[config.mk]
export PLATFORM = sky130hd
export DESIGN_NAME = tetris_board_flat
export DESIGN_NICKNAME = d
export VERILOG_FILES = /design/src/rtl/tetris_pkg.sv /design/src/rtl/tetris_board_if.sv /design/src/rtl/tetris_row_full.sv /design/src/rtl/tetris_board.sv /design/src/flat_wrapper.sv
export SDC_FILE = /design/constraint.sdc
export NUM_CORES = 2
export LEC_CHECK = 0
export BUFFER_PORTS_ARGS = -buffer_cell sky130_fd_sc_hd__buf_2
export CAP_MARGIN = 20
export CELL_PAD_IN_SITES_DETAIL_PLACEMENT = 0
export CELL_PAD_IN_SITES_GLOBAL_PLACEMENT = 1
export CORE_MARGIN = 10
export CORE_UTILIZATION = 25
export DETAILED_ROUTE_END_ITERATION = 7
export PLACE_DENSITY = 0.51
export RECOVER_POWER = 50
export SLEW_MARGIN = 20
export SYNTH_ARGS = -nofsm -noshare
export SYNTH_HDL_FRONTEND = slang
export SYNTH_HIERARCHICAL = 1
export SYNTH_SLANG_ARGS = --single-unit
[constraint.sdc]
create_clock -name clk -period 5.5 [get_ports clk]
set_input_delay 1.1 -clock clk [delete_from_list [all_inputs] [get_ports clk]]
set_output_delay 1.1 -clock clk [all_outputs]
set_load 0.1 [all_outputs]
[src/rtl/tetris_pkg.sv]
// Shared Tetris playfield definitions used by the board store and the display renderer.
package tetris_pkg;

    localparam int BOARD_W = 10;
    localparam int BOARD_H = 20;
    localparam int KIND_W  = 4;

    typedef logic [KIND_W-1:0] kind_t;

    localparam kind_t KIND_EMPTY = '0;

    typedef enum logic [1:0] {
        IDLE,
        SCAN,
        DONE
    } board_state_t;

endpackage

[src/rtl/tetris_board_if.sv]
// Renderer lookup, piece-lock write and line-clear control bundle of the playfield store.
interface tetris_board_if #(
    parameter int KIND_W = tetris_pkg::KIND_W
);

    logic [4:0]        rd_x;
    logic [4:0]        rd_y;
    logic [KIND_W-1:0] rd_kind;
    logic              wr_en;
    logic [4:0]        wr_x;
    logic [4:0]        wr_y;
    logic [KIND_W-1:0] wr_kind;
    logic              clear_start;
    logic              clear_board;
    logic              busy;
    logic              clear_done;
    logic [2:0]        lines_cleared;

    // Master is the game/renderer side, slave is the board itself.
    modport master (
        output rd_x, rd_y, wr_en, wr_x, wr_y, wr_kind, clear_start, clear_board,
        input  rd_kind, busy, clear_done, lines_cleared
    );

    modport slave (
        input  rd_x, rd_y, wr_en, wr_x, wr_y, wr_kind, clear_start, clear_board,
        output rd_kind, busy, clear_done, lines_cleared
    );

endinterface

[src/rtl/tetris_row_full.sv]
// Combinational full-row test: high when every cell of the packed row is non-empty.
module tetris_row_full #(
    parameter int WIDTH  = tetris_pkg::BOARD_W,
    parameter int KIND_W = tetris_pkg::KIND_W
) (
    input  logic [WIDTH*KIND_W-1:0] row,
    output logic                    full
);

    logic [WIDTH-1:0] occupied;

    always_comb begin
        occupied = '0;
        for (int i = 0; i < WIDTH; i++) begin
            occupied[i] = |row[i*KIND_W +: KIND_W];
        end
    end

    assign full = &occupied;

endmodule

[src/rtl/tetris_board.sv]
// Playfield store with registered renderer lookups, piece-lock writes and a
// bottom-up line-clear engine that removes full rows and drops the rows above.
module tetris_board #(
    parameter int WIDTH  = tetris_pkg::BOARD_W,
    parameter int HEIGHT = tetris_pkg::BOARD_H,
    parameter int KIND_W = tetris_pkg::KIND_W
) (
    input  logic          clk,
    input  logic          reset_n,
    tetris_board_if.slave bus
);

    import tetris_pkg::*;

    localparam int XW = (WIDTH > 1) ? $clog2(WIDTH) : 1;
    localparam int YW = (HEIGHT > 1) ? $clog2(HEIGHT) : 1;

    logic [WIDTH-1:0][KIND_W-1:0] rows [HEIGHT];

    board_state_t      state;
    logic [YW-1:0]     r;
    logic [2:0]        cnt;
    logic              row_full;
    logic              rd_hit;
    logic              wr_hit;
    logic [KIND_W-1:0] rd_kind_q;
    logic              busy_q;
    logic              done_q;
    logic [2:0]        lines_q;

    assign rd_hit = (bus.rd_x < 5'(WIDTH)) && (bus.rd_y < 5'(HEIGHT));
    assign wr_hit = bus.wr_en && (bus.wr_x < 5'(WIDTH)) && (bus.wr_y < 5'(HEIGHT));

    tetris_row_full #(
        .WIDTH  (WIDTH),
        .KIND_W (KIND_W)
    ) u_row_full (
        .row  (rows[r]),
        .full (row_full)
    );

    assign bus.rd_kind       = rd_kind_q;
    assign bus.busy          = busy_q;
    assign bus.clear_done    = done_q;
    assign bus.lines_cleared = lines_q;

    // The lookup samples the array before this edge's updates, so a same-cell
    // write is seen one cycle later; clear_board outranks every other action.
    always_ff @(posedge clk or negedge reset_n) begin
        if (!reset_n) begin
            for (int i = 0; i < HEIGHT; i++) begin
                rows[i] <= '0;
            end
            state     <= IDLE;
            r         <= '0;
            cnt       <= '0;
            rd_kind_q <= '0;
            busy_q    <= 1'b0;
            done_q    <= 1'b0;
            lines_q   <= '0;
        end else begin
            rd_kind_q <= rd_hit ? rows[bus.rd_y[YW-1:0]][bus.rd_x[XW-1:0]] : '0;

            if (bus.clear_board) begin
                for (int i = 0; i < HEIGHT; i++) begin
                    rows[i] <= '0;
                end
                state  <= IDLE;
                r      <= '0;
                cnt    <= '0;
                busy_q <= 1'b0;
                done_q <= 1'b0;
            end else begin
                case (state)
                    IDLE: begin
                        if (wr_hit) begin
                            rows[bus.wr_y[YW-1:0]][bus.wr_x[XW-1:0]] <= bus.wr_kind;
                        end
                        if (bus.clear_start) begin
                            state   <= SCAN;
                            r       <= YW'(HEIGHT - 1);
                            cnt     <= '0;
                            lines_q <= '0;
                            busy_q  <= 1'b1;
                        end
                    end

                    // A full row is collapsed in one cycle and r holds, so the
                    // row that just dropped into place gets tested next.
                    SCAN: begin
                        if (row_full) begin
                            for (int i = 1; i < HEIGHT; i++) begin
                                if (i <= int'(r)) begin
                                    rows[i] <= rows[i-1];
                                end
                            end
                            rows[0] <= '0;
                            if (cnt != 3'd7) begin
                                cnt <= cnt + 3'd1;
                            end
                        end else if (r == '0) begin
                            state   <= DONE;
                            lines_q <= cnt;
                            done_q  <= 1'b1;
                        end else begin
                            r <= r - 1'b1;
                        end
                    end

                    DONE: begin
                        state  <= IDLE;
                        done_q <= 1'b0;
                        busy_q <= 1'b0;
                    end

                    default: begin
                        state <= IDLE;
                    end
                endcase
            end
        end
    end

endmodule

[src/flat_wrapper.sv]
// flat-port wrapper written by rule: the top's interface ports become plain ports
module tetris_board_flat import tetris_pkg::*;
#(
    parameter int WIDTH  = tetris_pkg::BOARD_W,
    parameter int HEIGHT = tetris_pkg::BOARD_H,
    parameter int KIND_W = tetris_pkg::KIND_W
)
  (clk, reset_n, bus_rd_x, bus_rd_y, bus_wr_en, bus_wr_x, bus_wr_y, bus_wr_kind, bus_clear_start, bus_clear_board, bus_rd_kind, bus_busy, bus_clear_done, bus_lines_cleared);
  tetris_board_if #(.KIND_W(KIND_W)) bus_i ();
  input  logic clk;
  input  logic reset_n;
  input wire logic [$bits(bus_i.rd_x)-1:0] bus_rd_x;
  input wire logic [$bits(bus_i.rd_y)-1:0] bus_rd_y;
  input wire logic [$bits(bus_i.wr_en)-1:0] bus_wr_en;
  input wire logic [$bits(bus_i.wr_x)-1:0] bus_wr_x;
  input wire logic [$bits(bus_i.wr_y)-1:0] bus_wr_y;
  input wire logic [$bits(bus_i.wr_kind)-1:0] bus_wr_kind;
  input wire logic [$bits(bus_i.clear_start)-1:0] bus_clear_start;
  input wire logic [$bits(bus_i.clear_board)-1:0] bus_clear_board;
  output wire logic [$bits(bus_i.rd_kind)-1:0] bus_rd_kind;
  output wire logic [$bits(bus_i.busy)-1:0] bus_busy;
  output wire logic [$bits(bus_i.clear_done)-1:0] bus_clear_done;
  output wire logic [$bits(bus_i.lines_cleared)-1:0] bus_lines_cleared;
  assign bus_i.rd_x = bus_rd_x;
  assign bus_i.rd_y = bus_rd_y;
  assign bus_i.wr_en = bus_wr_en;
  assign bus_i.wr_x = bus_wr_x;
  assign bus_i.wr_y = bus_wr_y;
  assign bus_i.wr_kind = bus_wr_kind;
  assign bus_i.clear_start = bus_clear_start;
  assign bus_i.clear_board = bus_clear_board;
  assign bus_rd_kind = bus_i.rd_kind;
  assign bus_busy = bus_i.busy;
  assign bus_clear_done = bus_i.clear_done;
  assign bus_lines_cleared = bus_i.lines_cleared;
  tetris_board #(.WIDTH(WIDTH), .HEIGHT(HEIGHT), .KIND_W(KIND_W)) u_core (.clk(clk), .reset_n(reset_n), .bus(bus_i));
endmodule
* Yosys cells after proc, flatten, opt, wreduce, memory -nomap -nowiden
Cells that the tools add are included.
Widths: inputs -> output; s select.
** Word-level totals
- Word-level logic and storage cells :: 385
- Bits in registers :: 819
- Input bits :: 29
- Output and inout bits :: 9
** Cells by class
- $add $sub $neg :: 2
- Mux-type cells :: 62
- Reductions and logical operators :: 48
- Bitwise logic cells :: 4
- Order comparisons :: 30
- Equality and inequality tests :: 32
** Operator list (number)
- $mux 800 :: 3
- $pmux 800 s2 :: 1
- $mux 40 :: 24
- $bwmux 800 :: 1
- $bmux 40 s5 :: 2
- $demux 40 s5 :: 1
- $reduce_and 4->1 :: 21
- $ne 3x2->1 const B :: 23
- $le 4x5->1 const A :: 8
- $reduce_or 4->1 :: 10
- $le 3x5->1 const A :: 4
- $le 5x5->1 const A :: 4
- $mux 5 :: 4
- $ge 6x6->1 const B :: 3
- $mux 3 :: 6
- $not 5->6 :: 3
- $bmux 4 s4 :: 1
- $demux 4 s4 :: 1
- $mux 4 :: 3
- $ne 3x3->1 const B :: 4
- $pmux 3 s2 :: 2
- $le 2x5->1 const A :: 2
- $lt 4x5->1 const B :: 2
- $lt 5x4->1 const B :: 2
- 25 further kinds :: 43

* Longest topological paths before layout
- Word-level depth :: 10
- Mapped depth :: 18
- Gate-level depth less buffers :: 13

* By module
Netlist, hierarchy kept.
** By module, submodules not included
- tetris_board :: cells an instance 5099, instances 1, seq. area each 20494.7 um^2, area an instance 52942.0 um^2
- tetris_row_full :: cells an instance 13, instances 1, seq. area each 0.0 um^2, area an instance 90.1 um^2

* Worst setup path before layout
OpenSTA, ideal clock, no wires.
- Kind :: reg2reg
- Start point :: register u_core.r[2]
- End point :: register u_core/rows[120] (netlist bit)
- Setup slack :: 1004 ps
- Cell stages (with the launch flop) :: 16
- Library setup time :: 125 ps
- Period minus slack after synthesis :: 4496 ps
- Path buffers :: 5
- Arrival :: 4371 ps
- Path through :: dfrtp_1 -> clkbuf_1 -> clkbuf_1 -> clkbuf_1 -> buf_2 -> mux2i_1 -> o22ai_1 -> nor4_1 -> or4_1 -> nor4_2 -> a32oi_1 -> o21bai_2 -> buf_2 -> o21ai_1 -> a21oi_1 -> mux2_2
** Between the ends
- Longest elaborated chain between the ends :: 8
- Elaborated cells between the ends (all ways) :: 19
- Classes of those cells :: 1 x order compare; 2 x eq/ne; 3 x mux; 1 x bitwise; 12 x reduce/logical
** Ends and longest elaborated chain
- from (decl) :: RTL line tetris_board.sv:21 : logic [YW-1:0] r;
- from (signal assigned) :: RTL line tetris_board.sv:81 : r <= YW'(HEIGHT - 1);
- from (signal assigned) :: RTL line tetris_board.sv:106 : r <= r - 1'b1;
- $not 5->6 (implied by the code) * :: RTL line tetris_board.sv:38 : .row (rows[r]),
- $bmux 40 s5 * :: RTL line tetris_board.sv:38
- $mux 40 (implied by the code) * (2 in a row) :: RTL line tetris_board.sv:38
- $reduce_or 4->1 :: RTL line tetris_row_full.sv:15 : occupied[i] = |row[i*KIND_W +: KIND_W];
- $reduce_and 10->1 * :: RTL line tetris_row_full.sv:19 : assign full = &occupied;
- via u_core.row_full :: RTL line tetris_board.sv:23 : logic row_full;
- $ne 3x2->1 (no line) *
- $reduce_and 4->1 (no line) *
- to (signal, indexed assignment) :: RTL line tetris_board.sv:77 : rows[bus.wr_y[YW-1:0]][bus.wr_x[XW-1:0]] <= bus.wr_kind;
- to (signal, indexed assignment) :: RTL line tetris_board.sv:94 : rows[i] <= rows[i-1];
- to (decl) :: RTL line tetris_board.sv:18 : logic [WIDTH-1:0][KIND_W-1:0] rows [HEIGHT];
Mark *: on every way through the listed nets, which the timed path passes. The rest lies on a longest branch. The select of a mux whose other input is x is not followed.
A chain may end at the register's enable or synchronous reset.

* Worst setup path after layout
- Start point :: register u_core.r[1]
- End point :: register u_core/rows[345] (netlist bit)
The elaborated chain is that of the path after synthesis.

==> impl_results.md <==
- Status: finished, violations left
- Failing checks: max-capacitance violations, max-slew violations
- Layout Skew: roughly 36 ps
- Dpl hpwl: 167000 um
- Yosys top cell by area: dfrtp_1
- Hold bufs inserted after CTS: 0
- Hold Vio Cnt, Final: 0
- Comb power frac: between 10% and 20%
- Required @ worst endpoint: 6120 ps
- Commonest non-fill, non-tap cell in the layout: nand2_1
- Area contributors post-synth: dfrtp_1 (39%), mux2_2 (15%), mux4_2 (13%)
- Cell Count, Final, Fillers Out: 8021
- Met2 usage: 32.1%
- Cells after DPL: ~7800
- Boundary Pins: 38
- Num Clock Sinks: approximately 820
- Critical Path Most Common Cell: buf_4
- Setup TNS Final: 0 ps
- Worst setup EP type: flop
- Share of the synthesized area in the top cell type: 38.6%
- Post-DR vias/cell: about 5.6
- Syn Std Cell Area: between 50000 and 60000 um2
- Fillcell total: 22159
- Element type at the critical path start: flop
- Post-synth top flop: dfrtp_1
- Post-synthesis sequential area ratio: between 30% and 40%
- DRT iter0 DRCs: 4619
- Final hold slack: between 500 and 600 ps
- CORE AREA: about 210000 um2
- Slowest CP cell: or4_1
- Initial antenna violation count: 18
- Remaining antenna violation count: 0
- Tcrit/Tclk final: roughly 97%
- Switching pwr: ~5.0 mW
- Global Route Usage Sum: about a fifth
- Fin. max-slew vios: 549
- CTS tree: yes
- First-pass iteration count of the detailed router: 6
- Worst-case clock buffer depth: 3
- Busiest grt layer: met2
- Yosys warns: 6
- Clk Tree Root Cell: clkbuf_16
- PortBufs: 37
- Seq. cell area: 20500 um2
- CTS clk-pin slew, worst paths: about 60 ps
- Starting Density: ~25%
- Cell Rows: about 170
- Max FO, Critical Path: 20
- RSZ-0062 raised after global routing: false
- Max frequency: 188 MHz
- Final WL: around 240000 um
- Fraction of registers with async set/reset: 100%
- Footprint of the multi-input gates: 31200 um2
- GRT Residual Overflow: 0
- Area after DPL: around 58000 um2
- Crit path DAT: 5930 ps
- Routability cong.: between 0.8 and 0.9
- Met1 Track Usage GR: 28.0%
- Most frequent cells in the layout: nand2_1 (881), dfrtp_1 (814), mux2_2 (729), o21ai_0 (682), mux4_2 (312)
- Reg power frac: between 30% and 40%
- Clock Latency Late Sink: between 700 and 800 ps
- Met3 usage: under 10%
- Die area: ~230000 um2
- Seq cells post-synth: slightly above 800
- H-tree Lvls: 3
- Library cells used by synthesis: between 50 and 60
- Die Wd: roughly 480 um
- Minimum period implied by the final worst setup slack: about 5300 ps
- Design area: slightly above 60000 um2
- Area Overhead vs Synth: 16.1%
- Dpl ws: -353 ps
- Power Total: between 15 and 20 mW
- Int Pwr: roughly 11 mW
- Post-Synthesis Mean Instance Area: around 10 um2
- Cells after Synth: 5112
- Number of global-route vias before repair: roughly 45000
- Layout cells sized above 1: between 30% and 40%
- Slew HR: -86.1%
- EDFF count, synth: 0
- Mapped Nets: just over 5000
- CTS Buf Count: between 100 and 150
- Sum of buffers and inverters on the critical path: 6
- Net Sw Frac: a little over 30%
- Pwr per Cell Area: 265 nW/um2
- Wirelength per Cell: a little over 30 um
- Worst-Margin Slew: roughly 2800 ps
- Fin util: approximately 29%
- Final #Nets: ~5000
- Static Leak: about 25 nW
- Setup WS post-layout: around 180 ps
- Slowest Stage Delay on Critical Path: roughly 620 ps
- # setup viols final: 0
- Max_cap viols: 8
- First-pass GRT wire length: between 300000 and 400000 um
- DRC viols: 0
- Largest net degree at the start of global routing: 199
- VDD IR max: ~250 uV
- HP Class: flop to flop
- Kind of critical path: flop to flop
- CP top delay family: simple AND/OR/NAND/NOR gates
- Clock power share: around 45%
- Die Height: about 480 um
- Crit-path cells: buf_12 -> buf_4 -> buf_4 -> mux4_2 -> mux2i_1 -> o22ai_1 -> nor4_2 -> buf_4 -> or4_1 -> nor4_4 -> a32oi_1 -> o21bai_4 -> buf_12 -> nand2_1 -> buf_4 -> a21oi_1 -> mux2_2
- Vias: between 40000 and 50000
==> cell type report <==
| class | count | area share (%) |
|---|---|---|
| Sequential cell | 819 | 33.3 |
| Clock buffer | 151 | 5.05 |
| Clock inverter | 39 | 0.817 |
| Timing Repair Buffer | 274 | 4.32 |
| Antenna cell | 10 | 0.0406 |
| Tap cell | 2821 | 5.73 |
| Inverter | 11 | 0.0671 |
| Multi-Input combinational cell | 3896 | 50.7 |
==> Yosys cell counts, types with 3 or more instances <==
library cell,instances
nand2b_1,12
nor2b_1,17
or4b_2,3
or3_1,7
nand3_1,80
mux2i_1,276
buf_1,21
o21ai_0,682
or2_2,13
ha_1,7
o211ai_1,18
nand4_1,8
inv_1,10
a31oi_1,12
a2111oi_0,4
buf_2,82
nand2_1,886
nor4_2,3
o21ai_2,5
buf_4,13
nor2_1,182
o21ai_1,3
mux4_2,312
nor4_1,10
o22ai_1,44
nor3_2,7
a21o_1,18
nand3b_1,9
a22o_1,132
a22oi_1,100
mux2_2,729
nor2_2,4
nor3_1,11
a32oi_1,13
and2_1,11
a21oi_1,255
dfrtp_1,819
clkbuf_1,271
o221ai_1,4
or4_1,4
==> cell families (layout without fill, tap and decap cells) <==
kind of cell,after synthesis,after routing,share of synthesized area [%]
flops,819,819,38.6
mux,1317,1317,33.9
compound gates,1300,1301,14.3
buf+inv,398,475,3.10
fa+ha+maj,7,7,0.165
other cells,0,10,0
simple gates,1271,1271,9.90
==> state kept, by name (all words and copies together), names as in the netlist <==
name,flops
u_core/bus.busy,1
u_core/bus.clear_done,1
u_core/bus.lines_cleared,3
u_core/bus.rd_kind,4
u_core/cnt,3
u_core/r,5
u_core/rows,800
u_core/state,2
==> final timing paths <==
kind,from,end,slack [ps],cells past startpoint
min in group asynchronous,reset_n,u_core/rows[248]$_DFFE_PN0P_,1220,1
hold / removal,u_core/cnt[2]$_DFFE_PN0P_,u_core/cnt[2]$_DFFE_PN0P_,520,2
hold reg to reg,u_core/cnt[2]$_DFFE_PN0P_,u_core/cnt[2]$_DFFE_PN0P_,520,2
setup reg to reg,u_core/r[1]$_DFFE_PN0P_,u_core/rows[345]$_DFFE_PN0P_,180,17
setup / recovery,u_core/r[1]$_DFFE_PN0P_,u_core/rows[345]$_DFFE_PN0P_,180,17
max in group asynchronous,reset_n,u_core/rows[723]$_DFFE_PN0P_,770,3
==> power groups by stage <==
stage | Sequential, mW | Clock [mW] | Combinational [mW]
global placement | 6.19 | 0 | 2.81
global route | 6.08 | 7.79 | 2.92
detailed placement | 6.19 | 0 | 2.80
finish | 6.08 | 7.41 | 2.82
CTS | 6.08 | 7.57 | 2.81
floorplan | 6.20 | 0 | 1.45
==> per-layer routing <==
layer,wire length (um),part of all wire [%],up-vias
li1,-,-,19058
met1,106000,43,23760
met2,112000,46,1686
met3,15100,6.2,425
met4,10800,4.4,4
met5,27,0.011,-
==> worst register-to-register path, stage by stage (launching register included) <==
cell,delay [ps]
dfrtp_4,450
buf_12,190
buf_4,330
buf_4,240
mux4_2,230
mux2i_1,110
o22ai_1,180
nor4_2,70
buf_4,170
or4_1,630
nor4_4,610
a32oi_1,320
o21bai_4,260
buf_12,170
nand2_1,120
buf_4,220
a21oi_1,470
mux2_2,410
==> what timing repair did <==
action / 4_1_cts / 5_1_grt
cloned: 1 / 0
pin swaps: 2 / 2
setup endpoints to repair: 711 / 478
gates resized for setup: 2 / 1
setup buffers: 0 / 5
Note: power is estimated with default switching activity, not from simulation.
